### config.mk
export PLATFORM = sky130hd
export DESIGN_NAME = pipeline_sequencer
export DESIGN_NICKNAME = d
export VERILOG_FILES = /design/src/rtl/pipeline_pkg.sv /design/src/rtl/load_use_detect.sv /design/src/rtl/pipeline_sequencer.sv
export SDC_FILE = /design/constraint.sdc
export NUM_CORES = 1
export LEC_CHECK = 0
export CAP_MARGIN = 10
export CELL_PAD_IN_SITES_DETAIL_PLACEMENT = 1
export CELL_PAD_IN_SITES_GLOBAL_PLACEMENT = 1
export CORE_MARGIN = 2
export CORE_UTILIZATION = 31
export DETAILED_ROUTE_END_ITERATION = 10
export PLACE_DENSITY_LB_ADDON = 0.12
export SETUP_SLACK_MARGIN = 0.15
export SYNTH_ARGS = -nofsm -noshare
export SYNTH_HDL_FRONTEND = slang
export SYNTH_SLANG_ARGS = --single-unit
export TNS_END_PERCENT = 10
### constraint.sdc
create_clock -name clk_i -period 2.39 [get_ports clk_i]
set_input_delay 0.5975 -clock clk_i [delete_from_list [all_inputs] [get_ports clk_i]]
set_output_delay 0.5975 -clock clk_i [all_outputs]
set_load 0.05 [all_outputs]
### src/rtl/pipeline_pkg.sv
`default_nettype none
// ============================================================================
// pipeline_pkg : shared state encoding and constants for the pipeline sequencer
// Revision 1.0
// ============================================================================
package pipeline_pkg;

   localparam int REG_ADDR_W = 5;
   localparam logic [31:0] NOP_INST = 32'h0;

   typedef enum logic [1:0] {
      ST_IDLE     = 2'b00,
      ST_RUN      = 2'b01,
      ST_MEM_WAIT = 2'b10,
      ST_HALT     = 2'b11
   } state_t;

endpackage : pipeline_pkg
`default_nettype wire

### src/rtl/load_use_detect.sv
`default_nettype none
// ============================================================================
// load_use_detect : flags an ID instruction that reads the register a load in EX writes
// Revision 1.0
// ============================================================================
module load_use_detect
   import pipeline_pkg::*;
(
   input  logic                  id_ex_memread_i,
   input  logic [REG_ADDR_W-1:0] id_ex_rt_i,
   input  logic [REG_ADDR_W-1:0] if_id_rs_i,
   input  logic [REG_ADDR_W-1:0] if_id_rt_i,
   input  logic                  if_id_uses_rt_i,
   output logic                  load_use_o
);

   logic w_rs_match;
   logic w_rt_match;

   // $zero is never a real dependency
   assign w_rs_match = (id_ex_rt_i == if_id_rs_i);
   assign w_rt_match = if_id_uses_rt_i && (id_ex_rt_i == if_id_rt_i);
   assign load_use_o = id_ex_memread_i && (id_ex_rt_i != '0) && (w_rs_match || w_rt_match);

endmodule : load_use_detect
`default_nettype wire

### src/rtl/pipeline_sequencer.sv
`default_nettype none
// ============================================================================
// pipeline_sequencer : stall/flush/freeze controller and run sequencing for the 5-stage pipeline
// Revision 1.0
// ============================================================================
module pipeline_sequencer
   import pipeline_pkg::*;
#(
   parameter int DMEM_TIMEOUT = 64,
   parameter int STALL_CNT_W  = 16
) (
   input  logic                   clk_i,
   input  logic                   rst_n_i,
   input  logic                   start_i,
   input  logic                   id_ex_memread_i,
   input  logic [REG_ADDR_W-1:0]  id_ex_rt_i,
   input  logic [REG_ADDR_W-1:0]  if_id_rs_i,
   input  logic [REG_ADDR_W-1:0]  if_id_rt_i,
   input  logic                   if_id_uses_rt_i,
   input  logic                   branch_taken_i,
   input  logic                   jump_i,
   input  logic                   dmem_req_i,
   input  logic                   dmem_ready_i,
   output logic                   pc_write_o,
   output logic                   pc_sel_o,
   output logic                   if_id_write_o,
   output logic                   if_id_flush_o,
   output logic                   id_ex_write_o,
   output logic                   id_ex_bubble_o,
   output logic                   ex_mem_write_o,
   output logic                   mem_wb_write_o,
   output logic                   err_o,
   output logic [STALL_CNT_W-1:0] stall_cnt_o,
   output logic [1:0]             state_o
);

   localparam int                WAIT_W      = $clog2(DMEM_TIMEOUT + 1);
   localparam logic [WAIT_W-1:0] c_wait_last = WAIT_W'(DMEM_TIMEOUT - 1);

   state_t                 r_state;
   state_t                 w_next_state;
   logic [WAIT_W-1:0]      r_wait_cnt;
   logic [STALL_CNT_W-1:0] r_stall_cnt;
   logic                   r_err;

   logic w_load_use;
   logic w_freeze;
   logic w_active;

   load_use_detect u_load_use_detect (
      .id_ex_memread_i (id_ex_memread_i),
      .id_ex_rt_i      (id_ex_rt_i),
      .if_id_rs_i      (if_id_rs_i),
      .if_id_rt_i      (if_id_rt_i),
      .if_id_uses_rt_i (if_id_uses_rt_i),
      .load_use_o      (w_load_use)
   );

   assign w_active = (r_state == ST_RUN) || (r_state == ST_MEM_WAIT);
   assign w_freeze = dmem_req_i && !dmem_ready_i;

   always_comb begin
      w_next_state   = r_state;
      pc_write_o     = 1'b0;
      pc_sel_o       = 1'b0;
      if_id_write_o  = 1'b0;
      if_id_flush_o  = 1'b0;
      id_ex_write_o  = 1'b0;
      id_ex_bubble_o = 1'b0;
      ex_mem_write_o = 1'b0;
      mem_wb_write_o = 1'b0;

      // A pending branch under a load-use stall is simply re-seen next cycle
      if (w_active && !w_freeze) begin
         id_ex_write_o  = 1'b1;
         ex_mem_write_o = 1'b1;
         mem_wb_write_o = 1'b1;
         if (w_load_use) begin
            id_ex_bubble_o = 1'b1;
         end else begin
            pc_write_o    = 1'b1;
            if_id_write_o = 1'b1;
            if (branch_taken_i || jump_i) begin
               pc_sel_o      = 1'b1;
               if_id_flush_o = 1'b1;
            end
         end
      end

      case (r_state)
         ST_IDLE: begin
            if (start_i) w_next_state = ST_RUN;
         end
         ST_RUN: begin
            if (w_freeze)      w_next_state = ST_MEM_WAIT;
            else if (!start_i) w_next_state = ST_IDLE;
         end
         ST_MEM_WAIT: begin
            if (dmem_ready_i)                   w_next_state = ST_RUN;
            else if (r_wait_cnt == c_wait_last) w_next_state = ST_HALT;
         end
         ST_HALT: begin
            w_next_state = ST_HALT;
         end
         default: begin
            w_next_state = ST_IDLE;
         end
      endcase
   end

   always_ff @(posedge clk_i or negedge rst_n_i) begin
      if (!rst_n_i) begin
         r_state     <= ST_IDLE;
         r_wait_cnt  <= '0;
         r_stall_cnt <= '0;
         r_err       <= 1'b0;
      end else begin
         r_state <= w_next_state;
         // Held at zero outside MEM_WAIT so every access starts counting from 0
         if (r_state == ST_MEM_WAIT) r_wait_cnt <= r_wait_cnt + 1'b1;
         else                        r_wait_cnt <= '0;
         if (w_next_state == ST_HALT) r_err <= 1'b1;
         if (w_active && !pc_write_o && (r_stall_cnt != '1)) begin
            r_stall_cnt <= r_stall_cnt + 1'b1;
         end
      end
   end

   assign err_o       = r_err;
   assign stall_cnt_o = r_stall_cnt;
   assign state_o     = r_state;

endmodule : pipeline_sequencer
`default_nettype wire

# After elaboration in Yosys (flattened, before gate mapping)
# Index checks and enable logic that the tools add are counted.
dict set report classes {
  addsub 2
  multipliers 0
  div_mod_pow 0
  n_lt_le_gt_ge 0
  n_eq_ne 8
  n_shift 0
  mux 15
  n_bitwise 0
  n_reduce_logical 15
}
# operator count
set op_table {}
lappend op_table {{$add 16x1->16 const B} 1}
lappend op_table {{$ne 16x16->1 const B} 1}
lappend op_table {{$eq 5x5->1} 2}
lappend op_table {{$mux 2} 5}
lappend op_table {{$mux 1} 8}
lappend op_table {{$pmux 2 s4} 1}
lappend op_table {{$add 7x1->7 const B} 1}
lappend op_table {{$eq 7x6->1 const B} 1}
lappend op_table {{$logic_and 1x1->1} 7}
lappend op_table {{$mux 7} 1}
lappend op_table {{$eq 2x2->1 const B} 3}
lappend op_table {{$reduce_bool 5->1} 1}
lappend op_table {{$logic_not 1->1} 3}
lappend op_table {{$logic_or 1x1->1} 3}
lappend op_table {{$eq 2x1->1 const B} 1}
lappend op_table {{$logic_not 2->1} 1}
dict set report totals {
  ff_bits 26
  latchBits 0
  ramBits 0
  romBits 0
  elab_cells 44
  mem_count 0
}

# Depth between registers and ports, before layout
# Gate-level depths: netlist of the first run.
dict set report depth {
  word_depth 9
  ltp_mapped 7
  mapped_depth_nobuf 7
}

# Cells and area by module
# From an unflattened synthesis of the first run, not the netlist that was laid out.
dict set report hier_totals {
  hier_cells 151
  area_unflattened_um2 1585.3
}
# mod n_inst cells_each area_per_inst_um2
set by_module_without_submodules {}
lappend by_module_without_submodules {pipeline_sequencer 1 134 1452.6}
lappend by_module_without_submodules {load_use_detect 1 17 132.6}

# Least setup slack after synthesis of the first run
# OpenSTA, ideal clock, no wires.
dict set report synth_timing {
  kind {input to output}
  start {in id_ex_rt_i[1]}
  end {out pc_sel_o}
  t_arrival_ns 2.948
  required_ns 1.793
  setup_slack_ns -1.155
  cell_stages 6
  n_path_buf 1
  cell_sequence {or4_1 o21ai_1 nor2_1 nor2_1 o21a_1 buf_4}
}
dict set report synth_via {
  elab_chain_len 6
  word_cells_on_any_way 9
  classes_between {eq/ne (2); mux (2); reduce/logical (5)}
}
# element line
set synth_lines {}
lappend synth_lines {{from (decl)} pipeline_sequencer.sv:16} ;# input logic [REG_ADDR_W-1:0] id_ex_rt_i,
lappend synth_lines {{$eq 5x5->1} load_use_detect.sv:22} ;# assign w_rt_match = if_id_uses_rt_i && (id_ex_rt_i == if_id_rt_i);
lappend synth_lines {{$logic_and 1x1->1} load_use_detect.sv:22}
lappend synth_lines {{$logic_or 1x1->1} load_use_detect.sv:23} ;# assign load_use_o = id_ex_memread_i && (id_ex_rt_i != '0) && (w_rs_match || w_rt_match);
lappend synth_lines {{$logic_and 1x1->1 *} load_use_detect.sv:23}
lappend synth_lines {{$mux 1 * (2 in series)} -}
lappend synth_lines {{to (decl)} pipeline_sequencer.sv:25} ;# output logic pc_sel_o,
# Every way passes the cells marked *; elsewhere a longest branch is shown, timed or not.

# Worst setup path after layout of the first run
dict set report layout_timing {
  start {in id_ex_rt_i[2]}
  end {out id_ex_bubble_o}
}
dict set report layout_via {
  elab_chain_len 6
  word_cells_on_any_way 9
  classes_between {eq/ne (2); mux (2); reduce/logical (5)}
}
# element line
set layout_lines {}
lappend layout_lines {{$eq 5x5->1} load_use_detect.sv:22}
lappend layout_lines {{$logic_and 1x1->1} load_use_detect.sv:22}
lappend layout_lines {{$logic_or 1x1->1} load_use_detect.sv:23}
lappend layout_lines {{$logic_and 1x1->1 *} load_use_detect.sv:23}
lappend layout_lines {{$mux 1 *} pipeline_sequencer.sv:78} ;# if (w_load_use) begin
lappend layout_lines {{$mux 1 *} pipeline_sequencer.sv:74} ;# if (w_active && !w_freeze) begin
lappend layout_lines {{to (decl)} pipeline_sequencer.sv:29} ;# output logic id_ex_bubble_o,
# Marked as above.

==> qor.csv, run 1 <==
stage;metric;value;unit
yosys;Yosys cell types;36;
placed_design;Inst Count DP;270;
yosys;Net Count, Synth;175;
sta;Final Critical Period;2.59;ns
routing;Final ANT Viol Nets;0;
routing;drt wl/cell;15.1;um
setup_path;reg-to-reg critical path startpoint;stall_cnt_o[0];
setup_path;worst setup path class;primary input to output pin;
routing;vias;1296;
grt;vias in the first global route;1445;
yosys;Synth Instances;145;
yosys;post-synthesis sequential area ratio;0.431;
grt;GRT overflow;0;
routing;DRC errors left;0;
finish;filler instances;524;
die;Die Span Y;73.8;um
setup_path;cell mode on critical path;buf_6;
power;worst vdd ir;0.479;mV
clock_tree;hold-fix buffers at CTS;0;
sta;Pins Over Slew Limit;0;
sta;setup ws final;-0.204;ns
routing;Initial DRT Pass Iterations;4;
setup_path;Critical Path Sink;id_ex_bubble_o;
flow_run;maxcap violations;0;
sta;skew final;0.00613;ns
die;IO Count;51;
routing;DR iter-0 viols;25;
clock_tree;clock tree buffer depth;2;
run_status;violated checks;setup timing;
routing;final wirelength;4170;um
power;switching power;1080;uW
finish;Nets;241;
sta;Final Hold Fails;0;
setup_path;R2R Setup Slk;0.41;ns
setup_path;CP Buf/Inv Count;4;
setup_path;Max stage delay on crit path;0.32;ns
finish;FF/Latch Area;651;sq um
sta;Tcrit/Tclk final;1.09;
setup_path;CP Data Arrival Time;2.00;ns
run_status;status;finished with violations;
power;pwr/cell area;970;nW/um^2
routing;drt via density;4.68;
grt;first-pass GRT wire length;6710;um
clock_tree;clock tree sinks;26;
die;Die X;73.8;um
clock_tree;CTS H-Tree Depth;1;
power;Int Pwr;1290;uW
die;Row Count;25;
sta;Slew HR;0.581;
clock_tree;clock transition at the registers of the reported paths;0.09;ns
finish;Util after Layout;0.517;
setup_path;CP Launch Point;id_ex_rt_i[2];
clock_tree;CTS buffer count;3;
power;register share of total power;0.253;
setup_path;FF-to-FF End;stall_cnt_o[15];
placed_design;pre-CTS WS;-0.574;ns
finish;Area Overhead vs Synth;61.7;%
grt;initial antenna violation count;0;
setup_path;Critical Path, Cell by Cell;buf_6, buf_6, xor2_2, nor4_2, a32oi_2, buf_4, nor3_4, buf_12;
die;DIE AREA;5450;sq um
finish;Finished Layout Cells;277;
grt;largest net degree at the start of global routing;27;
grt;total track usage;0.161;
power;Clock Power Share;0.119;
setup_path;Reg2Reg Depth;7;
finish;area occupied by multi-input gates;942;sq um
power;combinational power share;0.628;
placed_design;IO buf count;50;
placed_design;Final HPWL DP;3300;um
power;P_leak;0.00112;uW
yosys;Syn Std Cell Area;1510;sq um
sta;Setup Viol. Count Final;8;
clock_tree;Clk Latency, worst-skew pair;0.27;ns
min_path;hold path depth;1;
clock_tree;CTS tree;done;
yosys;Seq cells post-synth;26;
min_path;worst hold-check path type;flip-flop to flip-flop;
setup_path;worst path required time;1.79;ns
sta;Worst Max-Slew Pin Slew;0.621;ns
setup_path;CP Launch Type;primary input;
setup_path;Worst setup EP type;output pin;
sta;RSZ-0062 raised after global routing;yes;
yosys;YS warnings;0;
setup_path;delay-heaviest family, CP;buffers and inverters;
power;Sw Share;0.456;
clock_tree;clock root cell;clkbuf_8;
finish;Inserted Diodes;0;
finish;share of cells above drive strength 1;0.276;
placed_design;GPL Wtd Cong;0.795;
setup_path;Worst path depth;8;
die;core area;4720;sq um
die;Initial Util;0.320;
sta;fmax;385;MHz
setup_path;Critical-path top delay cell;nor4_2;
yosys;Avg Cell Area, Syn;10.4;sq um
setup_path;worst-path fanout max;2;
## power groups by stage
| stage | sequential (uW) | combinational (uW) | clock (uW) |
|---|---|---|---|
| finish | 599 | 1490 | 281 |
| global placement | 595 | 1360 | 0 |
| floorplan | 826 | 589 | 0 |
| detailed placement | 601 | 1400 | 0 |
| CTS | 597 | 1440 | 291 |
| global route | 612 | 1570 | 314 |
## cell families (layout without fill, tap and decap cells)
group,Yosys count,in the layout,synth area share
and+or+nand+nor,56,56,0.221
DFF,26,26,0.431
AOI/OAI and AO/OA,18,18,0.0853
buffers and inverters,9,74,0.0373
adders and majority gates,6,6,0.0497
xor gates and xnor gates,29,29,0.168
muxes,1,1,0.00746
## worst min path at each step
stage,from,to,slack [ns]
floorplan,rst_n_i,err_o,0.30
global placement,err_o,err_o,0.45
detailed placement,err_o,err_o,0.45
CTS,r_wait_cnt[0],r_wait_cnt[0],0.47
global route,err_o,err_o,0.49
finish,r_wait_cnt[0],r_wait_cnt[0],0.46
## layout make-up
cell class | instances | share of cell area
Clock buffer | 4 | 0.0225
Inverter | 4 | 0.00615
Multi-Input combinational cell | 110 | 0.386
Sequential cell | 26 | 0.266
Tap cell | 67 | 0.0343
Timing Repair Buffer | 66 | 0.285
## timing repair
action / 4_1_cts / 5_1_grt
endpoints found under the setup margin: 24 / 26
hold endpoints to repair: 0 / 0
pin swaps: 30 / 5
gates resized for setup: 52 / 6
buffers inserted: 2 / 1
## metal layers
| metal | up-vias | share of wire | track usage |
|---|---|---|---|
| met5 | - | 0 | 0 |
| met4 | 0 | 0.013 | 0.0424 |
| met3 | 6 | 0.031 | 0.0288 |
| met1 | 634 | 0.40 | 0.183 |
| met2 | 28 | 0.55 | 0.306 |
| li1 | 628 | - | - |
## metrics by stage
| step | setup TNS [ns] | area, sq um | power [uW] | hold WS [ns] |
|---|---|---|---|---|
| floorplan | -1.33 | 1560 | 1410 | 0.302 |
| global placement | -6.69 | 2270 | 1950 | 0.446 |
| detailed placement | -8.86 | 2270 | 2000 | 0.448 |
| CTS | -0.667 | 2400 | 2330 | 0.468 |
| global route | -1.36 | 2440 | 2490 | 0.488 |
| finish | -0.786 | 2440 | 2370 | 0.461 |
## state kept, by name, summed over array words and instances (netlist names)
signal / count
stall_cnt_o: 16
state_o: 2
r_wait_cnt: 7
err_o: 1
## Yosys cell counts
master | number | area share
a32oi_1 | 1 | 0.0058
nor3_1 | 8 | 0.027
buf_4 | 4 | 0.020
o311ai_0 | 1 | 0.0058
buf_6 | 1 | 0.0075
nor4_2 | 1 | 0.0083
xor2_1 | 25 | 0.14
nor4b_2 | 2 | 0.020
or3_1 | 1 | 0.0041
a21boi_0 | 1 | 0.0050
inv_1 | 4 | 0.0099
xnor2_1 | 4 | 0.023
dfrtp_1 | 26 | 0.43
a21o_1 | 1 | 0.0050
nor2b_1 | 3 | 0.012
o2111ai_1 | 1 | 0.0058
nand2b_1 | 1 | 0.0041
or4_1 | 1 | 0.0050
nand2_1 | 8 | 0.020
a221oi_1 | 1 | 0.0058
and2_1 | 4 | 0.017
o21ai_0 | 2 | 0.0066
nor3b_2 | 2 | 0.017
nor3_2 | 1 | 0.0066
a2111oi_0 | 1 | 0.0058
and3_1 | 4 | 0.017
a21oi_1 | 4 | 0.013
nor2_1 | 10 | 0.025
mux2_1 | 1 | 0.0075
nor3b_1 | 2 | 0.0099
o21a_4 | 1 | 0.0099
nand4_1 | 4 | 0.017
nand3_1 | 4 | 0.013
o21ai_1 | 2 | 0.0066
ha_1 | 6 | 0.050
o21a_1 | 2 | 0.0099
## cell usage in the layout (no fill, tap or decap), types with 6 or more instances in the layout
cell type / instances
xor2_1: 23
buf_4: 12
clkdlybuf4s50_1: 26
dlygate4sd2_1: 7
buf_12: 9
nor3_1: 6
dfrtp_1: 26
ha_1: 6
nor2_1: 6
nand2_1: 8
No activity file was read; power rests on OpenSTA's default activity.
==> run 2: changes to the inputs <==
--- a/config.mk
+++ b/config.mk
@@ -13,6 +13,7 @@
 export DETAILED_ROUTE_END_ITERATION = 10
 export PLACE_DENSITY_LB_ADDON = 0.12
 export SETUP_SLACK_MARGIN = 0.15
+export SLEW_MARGIN = 10
 export SYNTH_ARGS = -nofsm -noshare
 export SYNTH_HDL_FRONTEND = slang
 export SYNTH_SLANG_ARGS = --single-unit
==> results of run 2 <==
No change in the layout: final DEF, timing and power equal those of run 1.
==> run 3: changes to the inputs <==
--- a/config.mk
+++ b/config.mk
@@ -9,7 +9,7 @@
 export CELL_PAD_IN_SITES_DETAIL_PLACEMENT = 1
 export CELL_PAD_IN_SITES_GLOBAL_PLACEMENT = 1
 export CORE_MARGIN = 2
-export CORE_UTILIZATION = 31
+export CORE_UTILIZATION = 25
 export DETAILED_ROUTE_END_ITERATION = 10
 export PLACE_DENSITY_LB_ADDON = 0.12
 export SETUP_SLACK_MARGIN = 0.15
==> run 3 against run 2 <==
Effect of this change:
- critical path type unchanged
- highest routed layer unchanged
- combinational power down 3%
- the flow still finishes with violations (setup timing)
- utilization down 11 points
- first-iteration DRC count unchanged
- die area up 23%
- sequential power about the same
- worst hold slack better by 0.012 ns
- via count down 0.93%
==> qor.csv, run 3 (same netlist as run 1, synthesis figures left out) <==
stage;metric;value;unit
run_status;status;finished with violations;
run_status;violated checks;setup timing;
clock_tree;CTS tree;done;
placed_design;pre-CTS WS;-0.519;ns
clock_tree;CTS H-Tree Depth;1;
die;Die Span Y;81.7;um
min_path;worst hold-check path type;flip-flop to flip-flop;
die;IO Count;51;
setup_path;Critical-path top delay cell;nor4_2;
flow_run;maxcap violations;0;
die;core area;5890;sq um
sta;Tcrit/Tclk final;1.05;
finish;Area Overhead vs Synth;59.2;%
sta;Final Hold Fails;0;
setup_path;cell mode on critical path;buf_6;
finish;Largest register FFs;16;
grt;initial antenna violation count;0;
finish;commonest non-fill, non-tap cells in the layout;clkdlybuf4s50_1, dfrtp_1, xor2_1;
routing;drt via density;4.51;
finish;filler instances;660;
clock_tree;clock tree sinks;26;
clock_tree;clock transition at the registers of the reported paths;0.09;ns
setup_path;CP Launch Type;primary input;
routing;DR iter-0 viols;25;
setup_path;CP Data Arrival Time;1.91;ns
sta;Worst Max-Slew Pin Slew;0.669;ns
finish;leading cell type in the layout, fill and taps excluded;clkdlybuf4s50_1;
sta;Final Critical Period;2.51;ns
clock_tree;CTS buffer count;3;
die;DIE AREA;6680;sq um
placed_design;GPL Wtd Cong;0.767;
die;Initial Util;0.257;
setup_path;Critical Path, Cell by Cell;buf_6, buf_6, xor2_1, nor4_2, a32oi_2, nor2_2, nor2_4, o21a_4, buf_12;
routing;drt wl/cell;14.6;um
grt;total track usage;0.136;
setup_path;worst-path fanout max;2;
clock_tree;Clk Latency, worst-skew pair;0.27;ns
setup_path;worst path required time;1.79;ns
finish;Inserted Diodes;0;
routing;Final ANT Viol Nets;0;
routing;DRC errors left;0;
placed_design;IO buf count;50;
finish;share of cells above drive strength 1;0.238;
grt;vias in the first global route;1441;
clock_tree;clock root cell;clkbuf_8;
power;pwr/cell area;966;nW/um^2
setup_path;R2R Setup Slk;0.40;ns
die;Row Count;28;
sta;skew final;0.00395;ns
routing;Initial DRT Pass Iterations;4;
setup_path;worst setup path class;primary input to output pin;
sta;Slew HR;0.548;
power;Power Total;2320;uW
die;Die X;81.7;um
placed_design;Final HPWL DP;3230;um
finish;Nets;241;
power;worst vdd ir;0.503;mV
power;P_leak;0.00108;uW
sta;RSZ-0062 raised after global routing;yes;
clock_tree;clock tree buffer depth;2;
sta;Pins Over Slew Limit;0;
routing;vias;1284;
sta;setup ws final;-0.119;ns
grt;GRT overflow;0;
grt;first-pass GRT wire length;7040;um
sta;Setup Viol. Count Final;8;
setup_path;Max stage delay on crit path;0.31;ns
grt;largest net degree at the start of global routing;27;
routing;final wirelength;4150;um
sta;fmax;399;MHz
setup_path;Worst setup EP type;output pin;
## run 3: path summary, 6_finish.rpt
kind / from / end / depth (start not counted)
worst max-delay path: id_ex_rt_i[2] / pc_sel_o / 9
worst min-delay path: r_wait_cnt[0] / r_wait_cnt[0] / 1
worst max register to register: stall_cnt_o[0] / stall_cnt_o[13] / 7
worst min register to register: r_wait_cnt[0] / r_wait_cnt[0] / 1
max in group asynchronous: rst_n_i / stall_cnt_o[15] / 2
min in group asynchronous: rst_n_i / stall_cnt_o[0] / 2
## run 3: repair_timing
item / 4_1_cts / 5_1_grt
buffers inserted: 2 / 0
hold buffers: 0 / 0
pin swaps: 12 / 2
gates resized for setup: 34 / 6
setup endpoints to repair: 25 / 14
gates cloned: 0 / 0
## run 3: final cells by class
class,instances,area (sq um),area share
Inverter,4,15.0,0.00624
Multi-Input combinational cell,110,886,0.368
Timing Repair Buffer,66,704,0.293
Tap cell,75,93.8,0.0390
Clock buffer,4,55.1,0.0229
Sequential cell,26,651,0.271
## run 3: critical path, delay by kind of cell
kind | cells | cell delay [ns]
buffers and inverters | 3 | 0.34
XOR/XNOR | 1 | 0.15
AO/OA/AOI/OAI | 2 | 0.31
AND/OR/NAND/NOR | 3 | 0.51
## run 3: power breakdown
group	switching (uW)	leakage (uW)	total, uW	internal, uW
clock	139	0.0000288	286	147
combinational	842	0.000713	1440	596
sequential	87.0	0.000342	599	512
total	1070	0.00108	2320	1260
## run 3: through the flow
stage / util / hold slack (ns) / setup TNS, ns / cells / instance area (sq um)
6_report: 0.409 / 0.473 / -0.627 / 285 / 2400
3_3_place_gp: 0.391 / 0.443 / -7.04 / 279 / 2300
4_1_cts: 0.404 / 0.482 / -0.794 / 285 / 2380
3_5_place_dp: 0.391 / 0.466 / -7.59 / 279 / 2300
5_1_grt: 0.409 / 0.512 / -1.29 / 285 / 2400
2_1_floorplan: - / 0.302 / -1.33 / 145 / 1560
## run 3: per-layer routing
metal  track usage  share of wire
met1         0.167           0.43
met2         0.249           0.54
met3        0.0308          0.030
met4        0.0200         0.0041
met5             0              0
